$ cat src/rtl/axi_r_resp_router_pkg.sv
// Shared constants and helpers for the AXI arbiter / read-response routing slice.
// Module parameters take their defaults from here.
package axi_r_resp_router_pkg;

   localparam int MST_NUM = 8;
   localparam int DEPTH   = 8;
   localparam int IDX_W   = $clog2(MST_NUM);
   localparam int MAX_MST = 32;

   // True only when exactly one bit of the grant vector is set.
   function automatic logic is_onehot(input logic [MAX_MST-1:0] vec);
      return (vec != '0) && ((vec & (vec - MAX_MST'(1))) == '0);
   endfunction

   // OR-reduction encoder; the result is meaningful only for a one-hot input.
   function automatic logic [4:0] onehot_to_idx(input logic [MAX_MST-1:0] vec);
      logic [4:0] idx;
      idx = '0;
      for (int i = 0; i < MAX_MST; i++) begin
         if (vec[i]) idx = idx | 5'(i);
      end
      return idx;
   endfunction

endpackage

$ cat src/rtl/axi_r_resp_router_fifo.sv
// In-order tracker of granted master indices, one entry per outstanding read burst.
// Pointers wrap modulo DEPTH; full/empty come from the entry count.
module sync_fifo_idx #(
   parameter int WIDTH = 3,
   parameter int DEPTH = 8
) (
   input  logic                       clk,
   input  logic                       rst,
   input  logic                       push,
   input  logic [WIDTH-1:0]           push_idx,
   input  logic                       pop,
   output logic [WIDTH-1:0]           head_idx,
   output logic [$clog2(DEPTH):0]     count,
   output logic                       full,
   output logic                       empty
);

   localparam int PTR_W = $clog2(DEPTH);
   localparam int CNT_W = PTR_W + 1;

   logic [WIDTH-1:0] mem_q [DEPTH];
   logic [PTR_W-1:0] wr_ptr_q, wr_ptr_d;
   logic [PTR_W-1:0] rd_ptr_q, rd_ptr_d;
   logic [CNT_W-1:0] count_q, count_d;
   logic             push_ok;
   logic             pop_ok;

   assign full     = (count_q == CNT_W'(DEPTH));
   assign empty    = (count_q == '0);
   assign count    = count_q;
   assign head_idx = mem_q[rd_ptr_q];

   // A push while full is refused even if a pop happens in the same cycle.
   assign push_ok = push && !full;
   assign pop_ok  = pop && !empty;

   // NOTE: every combinational output gets a default on entry so no path can infer a latch.
   always_comb begin
      wr_ptr_d = wr_ptr_q;
      rd_ptr_d = rd_ptr_q;
      count_d  = count_q;
      if (push_ok) wr_ptr_d = wr_ptr_q + PTR_W'(1);
      if (pop_ok)  rd_ptr_d = rd_ptr_q + PTR_W'(1);
      count_d = count_q + CNT_W'(push_ok) - CNT_W'(pop_ok);
   end

   // NOTE: state registers use non-blocking assignment so every flop samples pre-edge values.
   always_ff @(posedge clk) begin
      if (rst) begin
         wr_ptr_q <= '0;
         rd_ptr_q <= '0;
         count_q  <= '0;
      end else begin
         wr_ptr_q <= wr_ptr_d;
         rd_ptr_q <= rd_ptr_d;
         count_q  <= count_d;
      end
   end

   // NOTE: storage is not reset; an entry is only read after being written, gated by count.
   always_ff @(posedge clk) begin
      if (push_ok) mem_q[wr_ptr_q] <= push_idx;
   end

endmodule

$ cat src/rtl/axi_r_resp_router.sv
// Routes slave R beats to the master whose AR was granted, in AR issue order.
// The R path is purely combinational; only the index tracker and error flags are registered.
module axi_r_resp_router #(
   parameter int MST_NUM = axi_r_resp_router_pkg::MST_NUM,
   parameter int DATA_W  = 32,
   parameter int DEPTH   = axi_r_resp_router_pkg::DEPTH
) (
   input  logic                      clk,
   input  logic                      rst,
   input  logic [MST_NUM-1:0]        ar_grant,
   input  logic                      ar_fire,
   output logic                      ar_allow,
   input  logic                      s_rvalid,
   output logic                      s_rready,
   input  logic [DATA_W-1:0]         s_rdata,
   input  logic [1:0]                s_rresp,
   input  logic                      s_rlast,
   output logic [MST_NUM-1:0]        m_rvalid,
   input  logic [MST_NUM-1:0]        m_rready,
   output logic [DATA_W-1:0]         m_rdata,
   output logic [1:0]                m_rresp,
   output logic                      m_rlast,
   output logic [$clog2(DEPTH):0]    outstanding,
   output logic                      err_grant,
   output logic                      err_unexp
);

   import axi_r_resp_router_pkg::*;

   localparam int IDX_W = $clog2(MST_NUM);

   logic [MAX_MST-1:0] grant_ext;
   logic               grant_ok;
   logic [IDX_W-1:0]   grant_idx;
   logic [IDX_W-1:0]   head_idx;
   logic               fifo_full;
   logic               fifo_empty;
   logic               push;
   logic               pop;
   logic               err_grant_q, err_grant_d;
   logic               err_unexp_q, err_unexp_d;

   always_comb begin
      grant_ext = '0;
      grant_ext[MST_NUM-1:0] = ar_grant;
   end

   assign grant_ok  = is_onehot(grant_ext);
   assign grant_idx = IDX_W'(onehot_to_idx(grant_ext));

   assign ar_allow = !fifo_full;
   assign push     = ar_fire && grant_ok && !fifo_full;
   assign pop      = s_rvalid && s_rready && s_rlast;

   sync_fifo_idx #(
      .WIDTH (IDX_W),
      .DEPTH (DEPTH)
   ) u_tracker (
      .clk      (clk),
      .rst      (rst),
      .push     (push),
      .push_idx (grant_idx),
      .pop      (pop),
      .head_idx (head_idx),
      .count    (outstanding),
      .full     (fifo_full),
      .empty    (fifo_empty)
   );

   // With nothing tracked the beat has no owner: hold it off and leave every valid low.
   always_comb begin
      m_rvalid = '0;
      s_rready = 1'b0;
      if (!fifo_empty) begin
         m_rvalid[head_idx] = s_rvalid;
         s_rready           = m_rready[head_idx];
      end
   end

   assign m_rdata = s_rdata;
   assign m_rresp = s_rresp;
   assign m_rlast = s_rlast;

   always_comb begin
      err_grant_d = err_grant_q;
      err_unexp_d = err_unexp_q;
      if (ar_fire && (!grant_ok || fifo_full)) err_grant_d = 1'b1;
      if (s_rvalid && fifo_empty)              err_unexp_d = 1'b1;
   end

   always_ff @(posedge clk) begin
      if (rst) begin
         err_grant_q <= 1'b0;
         err_unexp_q <= 1'b0;
      end else begin
         err_grant_q <= err_grant_d;
         err_unexp_q <= err_unexp_d;
      end
   end

   assign err_grant = err_grant_q;
   assign err_unexp = err_unexp_q;

endmodule

$ cat config.mk
export PLATFORM = sky130hd
export DESIGN_NAME = axi_r_resp_router
export DESIGN_NICKNAME = d
export VERILOG_FILES = /design/src/rtl/axi_r_resp_router_pkg.sv /design/src/rtl/axi_r_resp_router_fifo.sv /design/src/rtl/axi_r_resp_router.sv
export SDC_FILE = /design/constraint.sdc
export NUM_CORES = 1
export LEC_CHECK = 0
export ABC_CLOCK_PERIOD_IN_PS = 4550
export BUFFER_PORTS_ARGS = -buffer_cell sky130_fd_sc_hd__buf_2
export CAP_MARGIN = 20
export CORE_MARGIN = 2
export CORE_UTILIZATION = 40
export CTS_CLUSTER_SIZE = 20
export DETAILED_ROUTE_END_ITERATION = 16
export PLACE_DENSITY = 0.72
export REMOVE_ABC_BUFFERS = 1
export SLEW_MARGIN = 5
export SYNTH_ARGS = -nofsm -noshare
export SYNTH_HDL_FRONTEND = slang
export SYNTH_HIERARCHICAL = 1
export SYNTH_SLANG_ARGS = --single-unit
$ cat constraint.sdc
create_clock -name clk -period 4.55 [get_ports clk]
set_clock_uncertainty 0.15 [all_clocks]
set_input_delay 0 -clock clk [delete_from_list [all_inputs] [get_ports clk]]
set_output_delay 0 -clock clk [all_outputs]
set_load 0.02 [all_outputs]
# Word level (Yosys, flattened, before mapping)
# Memories as Yosys holds them, arrays and structs flattened. A register that Yosys moved wholly into a read port is not among the register bits.
# Cells that the tools add are included.
word_totals:
  wordCells: 50
  n_memories: 1
  ramBits: 24
  reg_bits: 12
  output_inout_bits: 51
op_classes:
  n_mux: 17
  n_bitwise: 2
  n_eq_ne: 1
  reduce_logical: 17
  magnitude_cmp: 2
  n_addsub: 5
mem_list:
  columns: ["name", "depth", "width", "read_ports", "rd_clocked_by_memory_dff", "write_ports", "line", "rtl"]
  rows:
  - ["u_tracker.mem_q", 8, 3, 1, 1, 1, "axi_r_resp_router_fifo.sv:21", "logic [WIDTH-1:0] mem_q [DEPTH];"]
op_table:
  columns: ["op", "count"]
  rows:
  - ["8-bit by 32-bit bitwise AND with 32-bit output", 1]
  - ["32-bit zero test", 1]
  - ["32-bit nonzero test", 1]
  - ["3-bit 2-to-1 mux", 6]
  - ["1-bit logical AND", 10]
  - ["8-bit by 1-bit subtractor with 9-bit output (second input constant)", 1]
  - ["8-bit bitwise AND", 1]
  - ["8-bit 2-to-1 mux", 1]
  - ["3-bit by 1-bit adder with 3-bit output (second input constant)", 2]
  - ["1-bit 2-to-1 mux", 6]
  - ["4-bit by 1-bit adder with 4-bit output", 1]
  - ["4-bit equality test (second input constant)", 1]
  - ["4-bit zero test", 1]
  - ["3-bit by 4-bit < comparator with 1-bit output (second input constant)", 1]
  - ["2-bit 2-to-1 mux", 2]
  - ["4-bit by 1-bit subtractor with 4-bit output", 1]
  - ["1-bit binary-select mux with 3-bit select", 1]
  - ["1-bit demux with 3-bit select", 1]
  - ["3-bit by 1-bit >= comparator with 1-bit output (second input constant)", 1]
  - ["1-bit zero test", 3]
  - ["1-bit logical OR", 1]

# Logic depth before layout (Yosys ltp)
depth:
  depth_word: 9
  mapped_depth: 14
  ltp_nobuf: 14

# Hierarchy
# Netlist, hierarchy kept.
by_module_without_submodules:
  columns: ["module", "area_per_inst_um2", "cells_per_inst", "instances"]
  rows:
  - ["sync_fifo_idx", 1636.6, 115, 1]
  - ["axi_r_resp_router", 606.8, 81, 1]

# Worst setup path before layout
# Ideal clock, no wire load.
synth_path:
  path_type: "register to register"
  from: "register with a tool-made name"
  to: "register u_tracker.count_q[2] (netlist: u_tracker/count[2])"
  required_time_ns: 4.272
  arrival_ns: 3.126
  path_stages_with_launch: 15
  setup_slack_ns: 1.147
  synth_period_minus_slack_ns: 3.403
  n_path_buf: 2
  setup_ns: 0.128
  cell_sequence: "dfxtp_1 > buf_6 > mux4_1 > mux2_2 > mux4_2 > mux2i_1 > nor2_1 > nor2b_1 > buf_2 > xnor2_1 > ha_1 > inv_1 > fa_1 > xor2_1 > nor2_1"
synth_lines:
  columns: ["item", "line", "rtl"]
  rows:
  - ["end signal: assignment", "axi_r_resp_router_fifo.sv:56", "count_q <= count_d;"]
  - ["end: declaration", "axi_r_resp_router_fifo.sv:24", "logic [CNT_W-1:0] count_q, count_d;"]

==> results.ini <==
[timing]
max_slew.worst_pin.slew_ns = 0.6916
finalHoldViolCount = 0
finalCritPeriodShare_pct = 84.94
holdWs_ns = 0.02869
relSlewSlack_pct = 53.47
setup_tns_ns = 0
fin_crit_ns = 3.865
grt_setup_unrepaired = false
drv_slew = 0
max_freq_mhz = 258.8
setup_viol = 0
fin_ws_ns = 0.6853

[die]
io_pins = 106
dieArea_sq_um = 6224
die-width_microns = 78.89
core_sq_um = 5473
rows = 27
dieHeight_microns = 78.89
initial_core_util_pct = 40.99

[grt]
grt_pass1_vias = 1537
grt_first_pass_wirelength_microns = 8418
grt_antenna_before_repair = 0
grt.overflow.total = 0
grt_usage_pct = 18.22
grt_max_degree = 19

[worst_setup_path]
crit_required_ns = 4.58
crit_fanout = 7
critical_path_class = reg -> reg
cp.arrival_ns = 3.89
end_kind = register
crit_path_start_kind = register

[layout]
nets = 312
layout-drive-gt1-share_pct = 22.80
regArea_sq_um = 1021
multiInputGateArea_sq_um = 905.9
syn_to_final_growth_pct = 24.21
stdcell_area_sq_um = 2786
finalNonFillerCells = 322
antenna_cells = 0
fillCellCount = 493

[power_and_ir_drop]
pwr_density_cell_nw_per_um2 = 248.6
p_switching_mw = 0.1666
vdd.ir_drop.worst_mv = 0.1355
swShare_pct = 24.05
power_leakage_nw = 1.039
combPwrFrac_pct = 13.7
p_clk_share_pct = 32.0
pwr-share-seq_pct = 54.3
intPower_mw = 0.5261

[detailed_routing]
ant_nets = 0
wl_per_cell_microns = 17.53
drt-initial-drc-count = 127
drt_pass1_iterations = 4
vias_per_cell = 5.034
drc_errors = 0
wl_microns = 5646
num_vias = 1621

[place]
placed_cell_area_sq_um = 2236
dp.final_hpwl_microns = 3784
post-place-cells = 267
io_buffers = 37
place_ws_ns = 0.7325
place_congestion = 0.7635

[cts]
cts_made_buffers = 5
cts.sinks = 39
path_clk_slew_ns = 0.07
clk_path_buf_depth = 2
cts_resized = 0
cts_tree = yes
htree_levels = 2
insertion_delay_ns = 0.29
cts_root_buf = clkbuf_8

[synth]
synth_ff_type = edfxtp_1
synth_cells = 196
syn_area_sq_um = 2243
synth_seq_cells = 39
yosysSeqAreaShare_pct = 45.51
synth-edff-count = 24
ys_async_sr_fraction_pct = 0
synth.distinct_cells = 40
yosys_warnings = 6
synth.avg_cell_area_sq_um = 11.45

[outcome]
status = finished clean

[hold_path]
holdCritPathClass = in -> reg

[run]
maxCapViolCount = 0

layer usage:
layer	share of wire, %	track usage (%)	routed length [microns]	vias to the layer above
met3	6.4	5.000	364	5
met2	44	25.98	2510	58
met4	0.83	5.172	47	0
li1	-	-	-	781
met5	0	0	0	-
met1	48	27.11	2723	777
through the flow:
stage	utilization, %	power (mW)
finish	50.91	0.6926
detailed placement	40.86	0.4202
global placement	40.86	0.4194
global route	50.91	0.7210
floorplan	-	0.4002
CTS	50.91	0.6969
cells in the mapped netlist (2+ instances only):
| cell | instances | area, sq um |
|---|---|---|
| nand3_1 | 3 | 15.01 |
| a21oi_1 | 7 | 35.03 |
| mux4_2 | 2 | 45.04 |
| mux2i_1 | 3 | 30.03 |
| nand2_1 | 9 | 33.78 |
| nor3_1 | 6 | 30.03 |
| buf_4 | 35 | 262.8 |
| edfxtp_1 | 24 | 720.7 |
| nor2b_1 | 5 | 31.28 |
| a2111oi_0 | 2 | 17.52 |
| dfxtp_1 | 15 | 300.3 |
| nand2b_1 | 8 | 50.05 |
| or3_1 | 2 | 12.51 |
| inv_1 | 9 | 33.78 |
| mux2_2 | 6 | 67.56 |
| o21ai_0 | 4 | 20.02 |
| ha_1 | 7 | 87.58 |
| nor4b_1 | 4 | 35.03 |
| nor2_1 | 19 | 71.32 |
| mux4_1 | 6 | 157.7 |
worst paths after layout:
check / cells after the start / to / startpoint / slack, ns
worst max-delay path: 12 / u_tracker/count[2] / register / 0.69
worst min-delay path: 2 / u_tracker/mem_q[5][1] / ar_grant[3] / 0.03
worst max register to register: 12 / u_tracker/count[2] / register / 0.69
worst min register to register: 2 / u_tracker/rd_ptr_q[2] / u_tracker/rd_ptr_q[2] / 0.36
timing repair:
action | in CTS | in global routing
setup buffers | 0 | 0
hold endpoints to repair | 59 | 0
hold buffers | 47 | 0
cell families after synthesis:
kind of cell    synth area share (%)
simple gates                   16.01
xor+xnor                      0.7810
fa+ha+maj                      4.796
buf+inv                        14.11
mux                            13.39
compound gates                 5.410
flops                          45.51
flip-flops by register name, summed over array words and instances, names as in the netlist, named ones only:
| register | flops |
|---|---|
| u_tracker/mem_q | 24 |
| u_tracker/count | 4 |
| u_tracker/rd_ptr_q | 3 |
| u_tracker/wr_ptr_q | 3 |
| err_grant | 1 |
| err_unexp | 1 |
cell type report:
class / instances / area share (%)
multi-input cells: 110 / 32.51
clock buffers: 8 / 2.874
well taps: 72 / 3.233
inverters: 9 / 1.212
repair buffers: 84 / 23.53
flip-flops and latches: 39 / 36.64
critical path, cell delays in order, from the launching register on:
cell and delay [ns]:
dfxtp_1 0.49, mux4_1 0.61, mux2_2 0.33, mux4_2 0.34
mux2i_1 0.08, nor2_1 0.15, nor2b_1 0.59, xnor2_1 0.19
ha_1 0.19, inv_1 0.05, fa_1 0.37, xor2_1 0.17
nor2_1 0.05
cell usage in the layout, fill, tap and decap left out, types with 7 or more instances in the layout:
cell            n
a21oi_1         7
buf_2          37
dfxtp_1        15
dlygate4sd3_1  47
edfxtp_1       24
ha_1            7
inv_1           9
nand2_1         9
nand2b_1        8
nor2_1         19
power groups by stage:
stage / combinational [mW] / clock [mW] / sequential (mW)
2_1_floorplan: 0.0138 / 0 / 0.386
3_3_place_gp: 0.0355 / 0 / 0.384
3_5_place_dp: 0.0362 / 0 / 0.384
4_1_cts: 0.0925 / 0.228 / 0.376
5_1_grt: 0.0987 / 0.246 / 0.376
6_report: 0.0946 / 0.222 / 0.376
No activity file was read; power rests on OpenSTA's default activity.
